--- src/rtl/or_arb_pkg.sv ---
// Shared defaults and FSM encoding for the shared OR-unit arbiter.
// Latency: n/a (types and constants only).
// Backpressure: n/a.
package or_arb_pkg;

  localparam int N_REQ_DEF = 4;
  localparam int WIDTH_DEF = 2;

  // IDLE: result register empty; HOLD: result register holds an undelivered result
  typedef enum logic {
    IDLE = 1'b0,
    HOLD = 1'b1
  } state_t;

endpackage

--- src/rtl/rr_arbiter.sv ---
// Round-robin picker: first asserted request at or after ptr, wrapping N-1 -> 0.
// Latency: purely combinational.
// Backpressure: none; the caller decides whether the pick is actually taken.
module rr_arbiter #(
  parameter int N = 4
) (
  input  logic [N-1:0]         req_i,
  input  logic [$clog2(N)-1:0] ptr_i,
  output logic [N-1:0]         gnt_o,
  output logic [$clog2(N)-1:0] idx_o,
  output logic                 any_o
);

  localparam int IW = $clog2(N);

  logic [IW-1:0] cand;

  // Scan upward from ptr; N is a power of two so the IW-bit add wraps naturally
  always_comb begin
    cand  = '0;
    idx_o = '0;
    any_o = 1'b0;
    gnt_o = '0;
    for (int k = 0; k < N; k++) begin
      cand = ptr_i + IW'(k);
      if (!any_o && req_i[cand]) begin
        any_o = 1'b1;
        idx_o = cand;
      end
    end
    if (any_o) begin
      gnt_o = N'(1) << idx_o;
    end
  end

endmodule

--- src/rtl/or_unit_arbiter.sv ---
// N requesters share one registered bitwise-OR unit under round-robin arbitration.
// Latency: result valid one cycle after the grant cycle; one result per cycle sustained.
// Backpressure: out_ready low in HOLD freezes the result and withholds all grants.
module or_unit_arbiter
  import or_arb_pkg::*;
#(
  parameter int N_REQ = N_REQ_DEF,
  parameter int WIDTH = WIDTH_DEF
) (
  input  logic                     clk,
  input  logic                     rst,
  input  logic [N_REQ-1:0]         req,
  input  logic [N_REQ*WIDTH-1:0]   a_bus,
  input  logic [N_REQ*WIDTH-1:0]   b_bus,
  output logic [N_REQ-1:0]         grant,
  output logic                     out_valid,
  input  logic                     out_ready,
  output logic [WIDTH-1:0]         out_data,
  output logic [$clog2(N_REQ)-1:0] out_id
);

  localparam int IW = $clog2(N_REQ);

  state_t           state_q;
  logic [IW-1:0]    ptr_q;
  logic [IW-1:0]    ptr_d;
  logic [WIDTH-1:0] out_data_q;
  logic [WIDTH-1:0] out_data_d;
  logic [IW-1:0]    out_id_q;

  logic [N_REQ-1:0] win_gnt;
  logic [IW-1:0]    win_idx;
  logic             win_any;
  logic             capture;

  rr_arbiter #(
    .N (N_REQ)
  ) u_rr (
    .req_i (req),
    .ptr_i (ptr_q),
    .gnt_o (win_gnt),
    .idx_o (win_idx),
    .any_o (win_any)
  );

  // Capture when someone asks and the result slot is free or being drained this cycle
  assign capture = win_any && ((state_q == IDLE) || out_ready) && !rst;
  assign grant   = capture ? win_gnt : '0;
  assign ptr_d   = win_idx + IW'(1);

  // Select the winner's operands and OR them (no carry between bits)
  always_comb begin
    out_data_d = '0;
    for (int i = 0; i < N_REQ; i++) begin
      if (win_idx == IW'(i)) begin
        out_data_d = a_bus[i*WIDTH +: WIDTH] | b_bus[i*WIDTH +: WIDTH];
      end
    end
  end

  // FSM plus result registers; reset drops any held result undelivered
  always_ff @(posedge clk) begin
    if (rst) begin
      state_q    <= IDLE;
      ptr_q      <= '0;
      out_data_q <= '0;
      out_id_q   <= '0;
    end else if (capture) begin
      state_q    <= HOLD;
      ptr_q      <= ptr_d;
      out_data_q <= out_data_d;
      out_id_q   <= win_idx;
    end else if (state_q == HOLD && out_ready) begin
      state_q    <= IDLE;
    end
  end

  assign out_valid = (state_q == HOLD);
  assign out_data  = out_data_q;
  assign out_id    = out_id_q;

endmodule

--- config.mk ---
export PLATFORM = sky130hd
export DESIGN_NAME = or_unit_arbiter
export DESIGN_NICKNAME = d
export VERILOG_FILES = /design/src/rtl/or_arb_pkg.sv /design/src/rtl/rr_arbiter.sv /design/src/rtl/or_unit_arbiter.sv
export SDC_FILE = /design/constraint.sdc
export NUM_CORES = 1
export LEC_CHECK = 0
export ABC_AREA = 0
export CAP_MARGIN = 20
export CORE_AREA = 2 2 39 41
export DETAILED_ROUTE_END_ITERATION = 12
export DIE_AREA = 0 0 41 43
export DONT_BUFFER_PORTS = 1
export SLEW_MARGIN = 15
export SYNTH_ARGS = -nofsm -noshare
export SYNTH_HDL_FRONTEND = slang
export SYNTH_SLANG_ARGS = --single-unit
--- constraint.sdc ---
create_clock -name clk -period 3.3 [get_ports clk]
set_input_delay 0.33 -clock clk [delete_from_list [all_inputs] [get_ports clk]]
set_output_delay 0.33 -clock clk [all_outputs]
set_load 0.03 [all_outputs]
==> flow_summary.json, run 1 <==
{
  "met1_usage_pct": 19.6,
  "cts_tree": "yes",
  "drive_gt1_share_pct": 10.9,
  "path_class": "reg2out",
  "core_area_um2": 1380,
  "via_per_inst": 5.55,
  "die-area_um2": 1760,
  "crit_required_ps": 2970,
  "cts_setup_buffers": 0,
  "routed_wl_um": 1100,
  "crit_fanout": 5,
  "grt_max_degree": 11,
  "cts_htree_levels": 1,
  "vias": 444,
  "syn_area_um2": 517,
  "power_density_nw_per_um2": 605,
  "synth.most_common_cell": "dfxtp_1",
  "use_met2_pct": 18.4,
  "dp_hpwl_um": 839,
  "critPathLaunchType": "flip-flop",
  "p_leak_nw": 0.213,
  "maxCapViolCount": 0,
  "portBuffers": 0,
  "yosys_most_used_dff": "dfxtp_1",
  "finalPower_w": 0.000336,
  "fmax_mhz": 431,
  "clkTransAtPathRegs_ps": 50,
  "ys_types": 25,
  "yosys_warnings": 0,
  "area_delta_synth_final_pct": 7.51,
  "synthTopCellsByArea": "dfxtp_1 27%, ha_1 9.7%, nand3b_1 7.3%",
  "synth_area_per_cell_um2": 8.47,
  "synth_top_area_cell": "dfxtp_1",
  "die_h_um": 43,
  "worstSetupEndpointType": "output pin",
  "antenna_cells": 0,
  "slew_viol_final": 0,
  "start_util_pct": 37.3,
  "antenna_found_initial": 0,
  "grt_busiest_layer": "met1",
  "syn_nets": 88,
  "grt_pass1_vias": 390,
  "insertion_delay_ps": 250,
  "period_share_pct": 70.4,
  "remaining_drc_errors": 0,
  "critPathArrivalTime_ps": 1990,
  "drt-pass1-iter-count": 2,
  "ios": 32,
  "ant_nets": 0,
  "cts_hold_buf": 0,
  "cts_buffers": 3,
  "wire_per_inst_um": 13.8,
  "cts_root_buf": "clkbuf_4",
  "synth_edf_count": 0,
  "synth_top_area_share_pct": 27.1,
  "synth_common_cells": "7 x dfxtp_1, 5 x nand3b_1, 5 x o21ai_0",
  "ir_worst_vdd_mv": 0.165,
  "overflow": 0,
  "grt_usage_pct": 14.5,
  "grt_util_met3_pct": 3.66,
  "tns_ps": 0,
  "ctsResizeCount": 0,
  "final_net_count": 92,
  "finalHoldViolations": 0,
  "grt_setup_unrepaired": "false",
  "synthesis.instances": 61,
  "hold_class": "in2reg",
  "rows": 14,
  "clockBufferDepth": 2,
  "worst_pin_slew_ps": 499,
  "final_core_util_pct": 40.1,
  "drt_iter0_drc": 9,
  "setup_viol": 0,
  "relSlewSlack_pct": 66.5,
  "min_period_ps": 2320,
  "yosysSeqAreaShare_pct": 27.1,
  "status": "complete, no violations",
  "die_w_um": 41,
  "grt_pass1_wl_um": 1690,
  "synth-seq-cells": 7,
  "globalplace.congestion": 0.744,
  "synthArstFlopShare_pct": 0,
  "skew_ps": 3.42,
  "cts_sinks": 7
}
## sequential cells by signal, summed over array words and instances, names as in the netlist
register   count
out_data       2
out_id         2
ptr_q          2
out_valid      1
## cells by family after synthesis
group                      count (synthesis)  synth area share [%]
muxes                                      1                  1.94
AOI/OAI and AO/OA                         21                  28.3
buffers and inverters                      4                  3.63
DFF                                        7                  27.1
adders and majority gates                  4                  9.69
and+or+nand+nor                           24                  29.3
## layer usage
layer  part of all wire [%]  routed length, µm
met4                    3.4                 38
met3                    7.0                 77
met1                     43                475
met5                      0                  0
met2                     46                512
## final timing paths
kind,start,to,slack (ps),cells past startpoint
worst min-delay path,rst,out_valid,140,1
worst min register to register,ptr_q[1],ptr_q[1],570,2
worst max register to register,ptr_q[1],out_data[0],1210,9
worst max-delay path,ptr_q[1],grant[2],980,6
## layout make-up
| cell class | count | area (µm²) |
|---|---|---|
| clock buffers | 4 | 26.3 |
| fillers | 155 | 828 |
| inverters | 3 | 11.3 |
| multi-input cells | 50 | 358 |
| flip-flops and latches | 7 | 140 |
| well taps | 16 | 20.0 |
## critical path, cell delays in order, from the launching register on
cell,delay [ps]
dfxtp_1,410
inv_1,80
a2bb2oi_1,160
o221ai_1,220
or2_2,350
ha_1,250
and2_1,260
## stage by stage
| step | area (µm²) | std cells | worst slack [ps] | hold slack, ps |
|---|---|---|---|---|
| floorplan | 517 | 61 | 1450 | 402 |
| global placement | 529 | 76 | 1220 | 404 |
| detailed placement | 529 | 76 | 1230 | 406 |
| CTS | 556 | 80 | 979 | 138 |
| global route | 556 | 80 | 809 | 129 |
| finish | 556 | 80 | 978 | 144 |
## power breakdown
group	switching, W	leakage (nW)	internal, W
clock network	0.0000330	0.0150	0.0000462
logic	0.0000660	0.139	0.0000514
registers	0.0000371	0.0585	0.000103
total	0.000136	0.213	0.000200
## placed cells by master (no fill, tap or decap), drive strengths merged
| master | netlist | final |
|---|---|---|
| inv | 3 | 3 |
| a2bb2oi | 1 | 1 |
| o221ai | 1 | 1 |
| nor3 | 1 | 1 |
| o21a | 4 | 4 |
| nor4 | 1 | 1 |
| nand3b | 5 | 5 |
| a21oi | 4 | 4 |
| or2 | 1 | 1 |
| mux2i | 1 | 1 |
| nor2 | 4 | 4 |
| nor2b | 2 | 2 |
| ha | 4 | 4 |
| nand2b | 2 | 2 |
| or3 | 1 | 1 |
| dfxtp | 7 | 7 |
| o22ai | 1 | 1 |
| nor3b | 2 | 2 |
| a211oi | 2 | 2 |
| o21ai | 5 | 5 |
| clkbuf | 0 | 4 |
| o31ai | 3 | 3 |
| and2 | 4 | 4 |
| nand2 | 1 | 1 |
(Power assumes the default switching activity.)
==> run 2, diff against run 1 <==
clock period = 2.4 ns   (was 3.3 ns; I/O delays follow)
==> flow_summary.json, run 2 (same netlist as run 1, synthesis figures left out) <==
{
  "cts_setup_buffers": 0,
  "min_period_ps": 2180,
  "path_delay_family": "simple AND/OR/NAND/NOR gates",
  "antenna_cells": 0,
  "crit_required_ps": 2160,
  "via_per_inst": 5.74,
  "setup_viol": 0,
  "p_leak_nw": 0.213,
  "grt_max_degree": 11,
  "dp_hpwl_um": 857,
  "rows": 14,
  "cp_num_buf_inv": 1,
  "seqCellArea_um2": 140,
  "power_density_nw_per_um2": 830,
  "grt_pass1_wl_um": 1660,
  "stdcell_area_um2": 556,
  "dp.cells": 76,
  "core_area_um2": 1380,
  "die_h_um": 43,
  "hold_start": "rst",
  "maxUsedRoutingLayer": "met4",
  "antenna_found_initial": 0,
  "cts_buffers": 3,
  "cts_htree_levels": 1,
  "cp-startpoint": "ptr_q[1]",
  "drive_gt1_share_pct": 10.9,
  "whs_ps": 55.7,
  "drt_iter0_drc": 12,
  "grt_setup_unrepaired": "false",
  "start_util_pct": 37.3,
  "status": "complete, no violations",
  "fmax_mhz": 459,
  "path_cells": "inv_1 > a2bb2oi_1 > o221ai_1 > or2_2 > ha_1 > and2_1",
  "maxCapViolCount": 0,
  "slew_viol_final": 0,
  "wl_met3_um": 67,
  "ir_worst_vdd_mv": 0.256,
  "crit_fanout": 5,
  "overflow": 0,
  "final_net_count": 92,
  "drt-pass1-iter-count": 4,
  "wl_met1_um": 531,
  "worst_pin_slew_ps": 568,
  "fillers": 145,
  "area_delta_synth_final_pct": 7.51,
  "ctsResizeCount": 0,
  "ant_nets": 0,
  "clkTransAtPathRegs_ps": 60,
  "remaining_drc_errors": 0,
  "grt_pass1_vias": 382,
  "skew_ps": 8.37,
  "portBuffers": 0,
  "clockBufferDepth": 2,
  "globalplace.congestion": 0.812,
  "cts_sinks": 7,
  "tns_ps": 0,
  "hold_class": "in2reg",
  "cts_hold_buf": 0,
  "slowest_stage": "dfxtp_1",
  "finalNonFillerCells": 80,
  "multi_input_area_um2": 358,
  "cts_root_buf": "clkbuf_4",
  "period_share_pct": 90.8,
  "critPathLaunchType": "flip-flop",
  "critPathArrivalTime_ps": 1940,
  "relSlewSlack_pct": 61.8,
  "worstSetupEndpointType": "output pin",
  "insertion_delay_ps": 250,
  "critPathMaxStageDelay_ps": 400,
  "ios": 32,
  "layout_common_cells": "7 x dfxtp_1, 5 x nand3b_1, 5 x o21ai_0",
  "final_common_cell": "dfxtp_1",
  "die_w_um": 41,
  "place_area_um2": 529,
  "vias": 459,
  "wire_per_inst_um": 13.6,
  "met2_length_um": 475,
  "die-area_um2": 1760,
  "cts_tree": "yes",
  "finalHoldViolations": 0,
  "timing.rr.start": "ptr_q[1]",
  "grt_usage_pct": 13.7,
  "routed_wl_um": 1090,
  "path_class": "reg2out"
}
==> run 2: cell counts in the layout (fill, tap and decap cells not counted) <==
No cell type changed its count.
==> run 2: area by class of cell <==
cell class | instances | share of cell area (%)
inverter | 3 | 2.03
tap | 16 | 3.60
multi-input combinational | 50 | 64.4
sequential | 7 | 25.2
clock buffer | 4 | 4.73
==> run 2: path summary, 6_finish.rpt <==
path | end | slack [ps] | cells after the start
min reg2reg | ptr_q[1] | 550 | 2
max reg2reg | out_data[0] | 360 | 9
max | grant[2] | 220 | 6
min | out_valid | 60 | 1
==> run 2: per-layer routing <==
| metal | vias to the layer above | GRT usage, % |
|---|---|---|
| li1 | 231 | - |
| met5 | - | 0 |
| met1 | 212 | 18.6 |
| met2 | 14 | 18.1 |
| met4 | 0 | 8.00 |
| met3 | 2 | 4.71 |
==> run 2: report_power, final <==
group | internal, W | total (W) | switching (W)
Clock | 0.0000634 | 0.000106 | 0.0000425
Sequential | 0.000141 | 0.000191 | 0.0000504
Combinational | 0.0000711 | 0.000164 | 0.0000925
==> run 2: stage by stage <==
step,util [%],total power (W),setup WS (ps)
2_1_floorplan,-,0.000330,573
3_3_place_gp,38.2,0.000355,387
3_5_place_dp,38.2,0.000357,375
4_1_cts,40.1,0.000466,228
5_1_grt,40.1,0.000496,83.3
6_report,40.1,0.000461,220
